==> src/rtl/iobuf_ctrl.sv <==
// Direction/turnaround controller for a 74LVC1T45 + 74LVC1G07 pin buffer pair.
// Sequences DIR and the FPGA output enable so the FPGA never drives into a buffer facing the FPGA.
module iobuf_ctrl #(
  parameter int GUARD_CYCLES = 2
) (
  input  logic       clock,
  input  logic       reset,
  input  logic       mode_valid,
  input  logic [1:0] mode,
  output logic       mode_ready,
  output logic [1:0] mode_cur,
  input  logic       dout_data,
  output logic       pin_in,
  output logic       pin_rise,
  output logic       pin_fall,
  output logic       bufdir,
  output logic       bufod,
  output logic       bufdat_tristate_oe,
  output logic       bufdat_tristate_dout,
  input  logic       bufdat_tristate_din
);

  typedef enum logic [2:0] {
    S_HIZ   = 3'd0,
    S_PP    = 3'd1,
    S_OD    = 3'd2,
    S_TO_PP = 3'd3,
    S_TO_IN = 3'd4
  } state_t;

  localparam logic [1:0] MODE_HIZ   = 2'b00;
  localparam logic [1:0] MODE_PP    = 2'b01;
  localparam logic [1:0] MODE_OD    = 2'b10;
  localparam logic [3:0] GUARD_LOAD = 4'(GUARD_CYCLES);

  state_t     state_reg, state_next;
  logic [3:0] cnt_reg, cnt_next;
  logic       target_od_reg, target_od_next;
  logic       dir_reg, dir_next;
  logic       od_reg, od_next;
  logic       oe_reg, oe_next;
  logic       dout_reg, dout_next;
  logic       ready_reg, ready_next;
  logic [1:0] cur_reg, cur_next;

  logic [1:0] sync_reg;
  logic       rise_reg, fall_reg;

  logic accept;
  logic req_pp;
  logic req_od;

  assign accept = mode_valid && ready_reg;
  assign req_pp = (mode == MODE_PP);
  assign req_od = (mode == MODE_OD);

  always_comb begin
    state_next     = state_reg;
    cnt_next       = cnt_reg;
    target_od_next = target_od_reg;
    dir_next       = dir_reg;
    od_next        = od_reg;
    oe_next        = oe_reg;
    dout_next      = dout_reg;
    ready_next     = ready_reg;
    cur_next       = cur_reg;

    case (state_reg)
      S_HIZ: begin
        if (accept) begin
          if (req_pp) begin
            state_next = S_TO_PP;
            dir_next   = 1'b1;
            od_next    = 1'b1;
            oe_next    = 1'b0;
            ready_next = 1'b0;
            cnt_next   = GUARD_LOAD;
          end else if (req_od) begin
            state_next = S_OD;
            od_next    = dout_data;
            cur_next   = MODE_OD;
          end
        end
      end

      S_OD: begin
        od_next = dout_data;
        if (accept) begin
          if (req_pp) begin
            // DIR flips first; OE waits for the guard interval in S_TO_PP
            state_next = S_TO_PP;
            dir_next   = 1'b1;
            od_next    = 1'b1;
            oe_next    = 1'b0;
            ready_next = 1'b0;
            cnt_next   = GUARD_LOAD;
          end else if (!req_od) begin
            state_next = S_HIZ;
            od_next    = 1'b1;
            cur_next   = MODE_HIZ;
          end
        end
      end

      S_PP: begin
        dout_next = dout_data;
        if (accept && !req_pp) begin
          // Release OE now, keep DIR toward the header until the guard expires
          state_next     = S_TO_IN;
          oe_next        = 1'b0;
          dir_next       = 1'b1;
          od_next        = 1'b1;
          ready_next     = 1'b0;
          target_od_next = req_od;
          cnt_next       = GUARD_LOAD;
        end
      end

      S_TO_PP: begin
        if (cnt_reg <= 4'd1) begin
          state_next = S_PP;
          oe_next    = 1'b1;
          dout_next  = dout_data;
          ready_next = 1'b1;
          cur_next   = MODE_PP;
          cnt_next   = 4'd0;
        end else begin
          cnt_next = cnt_reg - 4'd1;
        end
      end

      S_TO_IN: begin
        if (cnt_reg <= 4'd1) begin
          dir_next   = 1'b0;
          ready_next = 1'b1;
          cnt_next   = 4'd0;
          if (target_od_reg) begin
            state_next = S_OD;
            od_next    = dout_data;
            cur_next   = MODE_OD;
          end else begin
            state_next = S_HIZ;
            od_next    = 1'b1;
            cur_next   = MODE_HIZ;
          end
        end else begin
          cnt_next = cnt_reg - 4'd1;
        end
      end

      default: begin
        state_next = S_HIZ;
        dir_next   = 1'b0;
        od_next    = 1'b1;
        oe_next    = 1'b0;
        ready_next = 1'b1;
        cur_next   = MODE_HIZ;
        cnt_next   = 4'd0;
      end
    endcase
  end

  always_ff @(posedge clock) begin
    if (reset) begin
      state_reg     <= S_HIZ;
      cnt_reg       <= 4'd0;
      target_od_reg <= 1'b0;
      dir_reg       <= 1'b0;
      od_reg        <= 1'b1;
      oe_reg        <= 1'b0;
      dout_reg      <= 1'b0;
      ready_reg     <= 1'b1;
      cur_reg       <= MODE_HIZ;
    end else begin
      state_reg     <= state_next;
      cnt_reg       <= cnt_next;
      target_od_reg <= target_od_next;
      dir_reg       <= dir_next;
      od_reg        <= od_next;
      oe_reg        <= oe_next;
      dout_reg      <= dout_next;
      ready_reg     <= ready_next;
      cur_reg       <= cur_next;
    end
  end

  // Edge pulses are aligned with the pin_in update: sync_reg[0] is next pin_in, sync_reg[1] is current
  always_ff @(posedge clock) begin
    if (reset) begin
      sync_reg <= 2'b00;
      rise_reg <= 1'b0;
      fall_reg <= 1'b0;
    end else begin
      sync_reg <= {sync_reg[0], bufdat_tristate_din};
      rise_reg <= sync_reg[0] & ~sync_reg[1];
      fall_reg <= ~sync_reg[0] & sync_reg[1];
    end
  end

  assign mode_ready           = ready_reg;
  assign mode_cur             = cur_reg;
  assign bufdir               = dir_reg;
  assign bufod                = od_reg;
  assign bufdat_tristate_oe   = oe_reg;
  assign bufdat_tristate_dout = dout_reg;
  assign pin_in               = sync_reg[1];
  assign pin_rise             = rise_reg;
  assign pin_fall             = fall_reg;

endmodule

==> config.mk <==
export PLATFORM = sky130hd
export DESIGN_NAME = iobuf_ctrl
export DESIGN_NICKNAME = d
export VERILOG_FILES = /design/src/rtl/iobuf_ctrl.sv
export SDC_FILE = /design/constraint.sdc
export NUM_CORES = 1
export LEC_CHECK = 0
export CORE_MARGIN = 2
export CORE_UTILIZATION = 25
export CTS_BUF_LIST = sky130_fd_sc_hd__clkbuf_16
export DETAILED_ROUTE_END_ITERATION = 6
export SLEW_MARGIN = 20
export SYNTH_ARGS = -nofsm -noshare
export SYNTH_HDL_FRONTEND = slang
export SYNTH_SLANG_ARGS = --single-unit
==> constraint.sdc <==
create_clock -name clock -period 2.9 [get_ports clock]
set_input_delay 0.725 -clock clock [delete_from_list [all_inputs] [get_ports clock]]
set_output_delay 0.725 -clock clock [all_outputs]
set_load 0.03 [all_outputs]
# After elaboration in Yosys (flattened, before gate mapping)
# Cells that the tools add are included.
[totals]
ff_bits = 19
input_bits = 7
output_inout_bits = 10
elab_cells = 105
[op_classes]
n_addsub = 1
order_cmp = 1
eq_ne = 20
muxes = 48
bitwise = 7
n_reduce_logical = 16
[ops]
columns = ["operator", "count"]
rows = [
  ["$mux W3", 9],
  ["$mux W2", 10],
  ["$ne A2 B2 Y1 const B", 9],
  ["$mux W1", 17],
  ["$mux W4", 4],
  ["$pmux W3 S5", 1],
  ["$reduce_and A5 Y1", 3],
  ["$pmux W4 S3", 1],
  ["$pmux W2 S5", 1],
  ["$reduce_and A9 Y1", 1],
  ["$pmux W1 S4", 2],
  ["$reduce_and A7 Y1", 1],
  ["$eq A3 B2 Y1 const B", 2],
  ["$ne A2 B1 Y1 const B", 3],
  ["$ne A3 B3 Y1 const B", 2],
  ["$not A1 Y1", 5],
  ["$pmux W1 S5", 1],
  ["$le A4 B1 Y1 const B", 1],
  ["$reduce_and A2 Y1", 2],
  ["$reduce_and A4 Y1", 1],
  ["$reduce_or A2 Y1", 2],
  ["$sub A4 B1 Y4 const B", 1],
  ["$eq A3 B1 Y1 const B", 1],
  ["$eq A3 B3 Y1 const B", 1],
  ["10 further kinds", 12],
]

# Logic depth before layout (Yosys ltp)
[logic_depth]
word_depth = 5
depth_mapped = 8
ltp_nobuf = 6

# Worst setup path before layout
# Ideal clock, no wire load.
[synth_timing]
path_kind = "input-to-reg"
startpoint = "input port mode[1]"
endpoint = "register cnt_reg[1]"
setup_time_ns = 0.115
arrival_time_ns = 1.912
required_ns = 2.785
setup_slack_ns = 0.873
stages = 7
n_path_buf = 1
path_cell_list = "inv_1 > ha_1 > buf_2 > xnor2_1 > o21ai_0 > nor2_1 > a2111oi_0"
[synth_via]
elab_chain_cells = 5
elab_cells_between_ends = 6
cone_classes = "eq/ne: 3; reduce/logical: 3"
[synth_rtl]
columns = ["item", "line", "source"]
rows = [
  ["start: declaration", "9", "input logic [1:0] mode,"],
  ["$eq A2 B1 Y1 *", "54", "assign req_pp = (mode == MODE_PP);"],
  ["$logic_not A1 Y1", "107", "if (accept && !req_pp) begin"],
  ["$logic_and A1 B1 Y1", "107", ""],
  ["$ne A2 B2 Y1 (no source line)", "n/a", ""],
  ["$reduce_and A3 Y1 (no source line) *", "n/a", ""],
  ["end signal: assignment", "176", "cnt_reg <= cnt_next;"],
  ["end: declaration", "37", "logic [3:0] cnt_reg, cnt_next;"],
]
# Mark *: on every way between the ends. The rest lies on a longest branch, timed or not.
# A chain may end at the register's enable or synchronous reset.

# Worst setup path in the final report
[layout_timing]
startpoint = "input port mode[0]"
endpoint = "register cur_reg[0], in the netlist mode_cur[0]"
[layout_via]
elab_chain_cells = 3
elab_cells_between_ends = 7
cone_classes = "eq/ne: 6; reduce/logical: 1"
[layout_rtl]
columns = ["item", "line", "source"]
rows = [
  ["$eq A2 B2 Y1 *", "55", "assign req_od = (mode == MODE_OD);"],
  ["named net req_od", "51", "logic req_od;"],
  ["$ne A2 B2 Y1 (no source line)", "n/a", ""],
  ["$reduce_and A9 Y1 (no source line) *", "n/a", ""],
  ["end signal: assignment", "183", "cur_reg <= cur_next;"],
  ["end: declaration", "44", "logic [1:0] cur_reg, cur_next;"],
]
# Mark *: on every way through the listed nets, which the timed path passes. The rest lies on a longest branch.

==> results.cfg <==
[detailed_routing]
antenna_left = 0
totalWireLength_um = 2410
via_per_inst = 4.97
drc = 0
num_vias = 993
drt_iter0_markers = 33
avgRoutedWirePerCell_um = 12.0
dr.pass1.iters = 4

[min_path]
hold_class = register to register

[floorplanning]
ios = 17
fp.dieH_um = 71.6
dieArea_um2 = 5130
initial_core_util_pct = 26.1
core_area_um2 = 4380
rows = 24
fp.dieW_um = 71.6

[timing]
max-slew-margin-rel_pct = 45.6
finalHoldViolCount = 0
fin_crit_ps = 2350
skew_ps = 2.78
fin_ws_ps = 554
fmax_mhz = 426
setup-tns-final_ps = 0
rsz0062_at_grt = no
finalSetupViolations = 0
post-route-period-util_pct = 80.9
maxSlewViolCount = 0
worst_pin_slew_ps = 815

[worst_setup_path]
worstPathRequired_ps = 3040
arrival_ps = 2480
worstSetupPathType = input port to register
start_kind = input port
end_kind = register
crit_fanout = 5

[global_route]
grt_pass1_vias = 907
grt_overflow_total = 0
grt_max_degree = 24
grt_usage_pct = 10.2
antenna_found_initial = 0
grt_pass1_wl_um = 4240

[placement]
placed_area_um2 = 1330
dp_hpwl_um = 1740
place_congestion = 0.787
portBuffers = 16
preCtsSetupSlack_ps = 289

[power]
p_leak_nw = 0.499
p_per_area_nw_per_um2 = 572
vdd.ir_drop.worst_v = 0.000309

[final_layout]
fin_area_um2 = 1410
regArea_um2 = 380
drive_gt1_share_pct = 6.76
largest_register_ffs = 4
multiInputGateArea_um2 = 681
nFillCells = 481
syn2layout_area_growth_pct = 23.3
num_antenna_cells = 0
nets = 160

[cts]
cts_setup_buffers = 0
path_clk_slew_ps = 50
cts_root_buffer = clkbuf_16
cts.sinks = 19
clock_latency_ps = 250
cts_max_path_buffers = 2
cts_hold_buf = 0
cts_tree = yes
cts_max_level = 1
post_cts_resized = 0
cts-buffers-inserted = 3

[synth]
synth-simple-area-share_pct = 21.0
synth_top_family_by_area = compound AO/OA/AOI/OAI gates
synth_mux_area_share_pct = 6.35
syn_avg_cell_area_um2 = 8.35
synth_xor_area_share_pct = 0.766
seq_area_frac_synth_pct = 33.3
synth_area_um2 = 1140
synth.distinct_cells = 42
syn_nets = 148
synth-seq-cells = 19
ys_warn_count = 0
synth_fa_ha_area_share_pct = 4.38
syn_inst = 137
synth_compound_area_share_pct = 27.0

[status]
status = complete, no violations

[job]
drv_cap = 0
## report_power, final
| part | switching [mW] | total [mW] | internal [mW] |
|---|---|---|---|
| clock | 0.0935 | 0.277 | 0.183 |
| sequential | 0.0349 | 0.318 | 0.283 |
| combinational | 0.110 | 0.212 | 0.102 |
| total | 0.238 | 0.806 | 0.568 |
## cells in the mapped netlist, drive strengths merged
library cell / instances / area [um2]
buf: 5 / 30.0
nor3b: 1 / 7.51
dfxtp: 19 / 380
or3b: 2 / 17.5
ha: 4 / 50.1
a31o: 2 / 17.5
mux2: 2 / 22.5
o32ai: 2 / 17.5
nand2: 5 / 18.8
nor4: 1 / 6.26
and2: 2 / 12.5
a21o: 5 / 37.5
and3b: 1 / 8.76
a31oi: 1 / 6.26
o21ai: 6 / 30.0
nor2: 10 / 37.5
a222oi: 1 / 10.0
a2111oi: 1 / 8.76
o311a: 1 / 10.0
a32o: 2 / 20.0
or3: 2 / 12.5
clkbuf: 6 / 22.5
a311oi: 5 / 43.8
nor2b: 6 / 37.5
o21a: 3 / 22.5
or2: 1 / 6.26
xnor2: 1 / 8.76
nor3: 5 / 25.0
nand3b: 2 / 15.0
o21bai: 1 / 7.51
mux2i: 5 / 50.1
nand2b: 4 / 25.0
a21oi: 10 / 50.1
a22oi: 3 / 27.5
inv: 8 / 30.0
nand3: 2 / 10.0
## placed cells by master, fill, tap and decap left out, types with 2 or more instances in the layout
master / count
nor3_1: 5
buf_4: 2
dfxtp_1: 19
or3_1: 2
nand2b_1: 4
a21o_1: 5
ha_1: 4
o32ai_1: 2
nand3_1: 2
a21oi_1: 10
a32o_1: 2
o21ai_0: 6
clkdlybuf4s50_1: 16
a22oi_1: 2
nand3b_1: 2
a311oi_1: 5
clkbuf_16: 3
nor2b_1: 6
mux2i_1: 5
nor2_1: 10
nand2_1: 5
mux2_2: 2
inv_1: 9
o21a_1: 3
## layer usage
metal	global-route usage [%]	part of all wire, %	vias to the layer above
li1	-	-	524
met1	14.1	49	460
met2	15.7	49	9
met3	1.69	2.1	0
met4	3.98	0	0
met5	0	0	-
## through the flow
step,hold WS [ps],std cells,power [mW],utilization (%)
floorplan,390,137,0.475,-
global placement,402,196,0.537,30.4
detailed placement,403,196,0.536,30.4
CTS,413,200,0.816,32.2
global route,448,200,0.853,32.2
finish,410,200,0.806,32.2
## layout make-up
| cell class | instances | area share, % |
|---|---|---|
| multi-input cells | 99 | 48.3 |
| clock buffers | 3 | 5.32 |
| well taps | 52 | 4.61 |
| repair buffers | 18 | 12.4 |
| inverters | 8 | 2.13 |
| flip-flops and latches | 19 | 27.0 |
| clock inverters | 1 | 0.266 |
## final timing paths
| kind | start | end | slack, ps | cells past startpoint |
|---|---|---|---|---|
| max reg2reg | cnt_reg[0]$_SDFFE_PP0P_ | mode_cur[0]$_SDFFE_PP0P_ | 800 | 6 |
| max | mode[0] | mode_cur[0]$_SDFFE_PP0P_ | 550 | 7 |
| min | sync_reg[0]$_SDFF_PP0_ | pin_fall$_SDFF_PP0_ | 410 | 1 |
| min reg2reg | sync_reg[0]$_SDFF_PP0_ | pin_fall$_SDFF_PP0_ | 410 | 1 |
## kinds of logic (layout without fill, tap and decap cells)
logic type,count (synthesis),after routing
muxes,7,7
and+or+nand+nor,44,44
adders and majority gates,4,4
xor gates and xnor gates,1,1
DFF,19,19
AOI/OAI and AO/OA,43,43
buffers and inverters,19,30
## worst max-delay path, stage by stage
cell	delay, ps
clkdlybuf4s50_1	480
inv_1	50
ha_1	250
or3b_2	210
o21ai_0	70
a222oi_1	320
mux2_2	380
(Power assumes the default switching activity.)
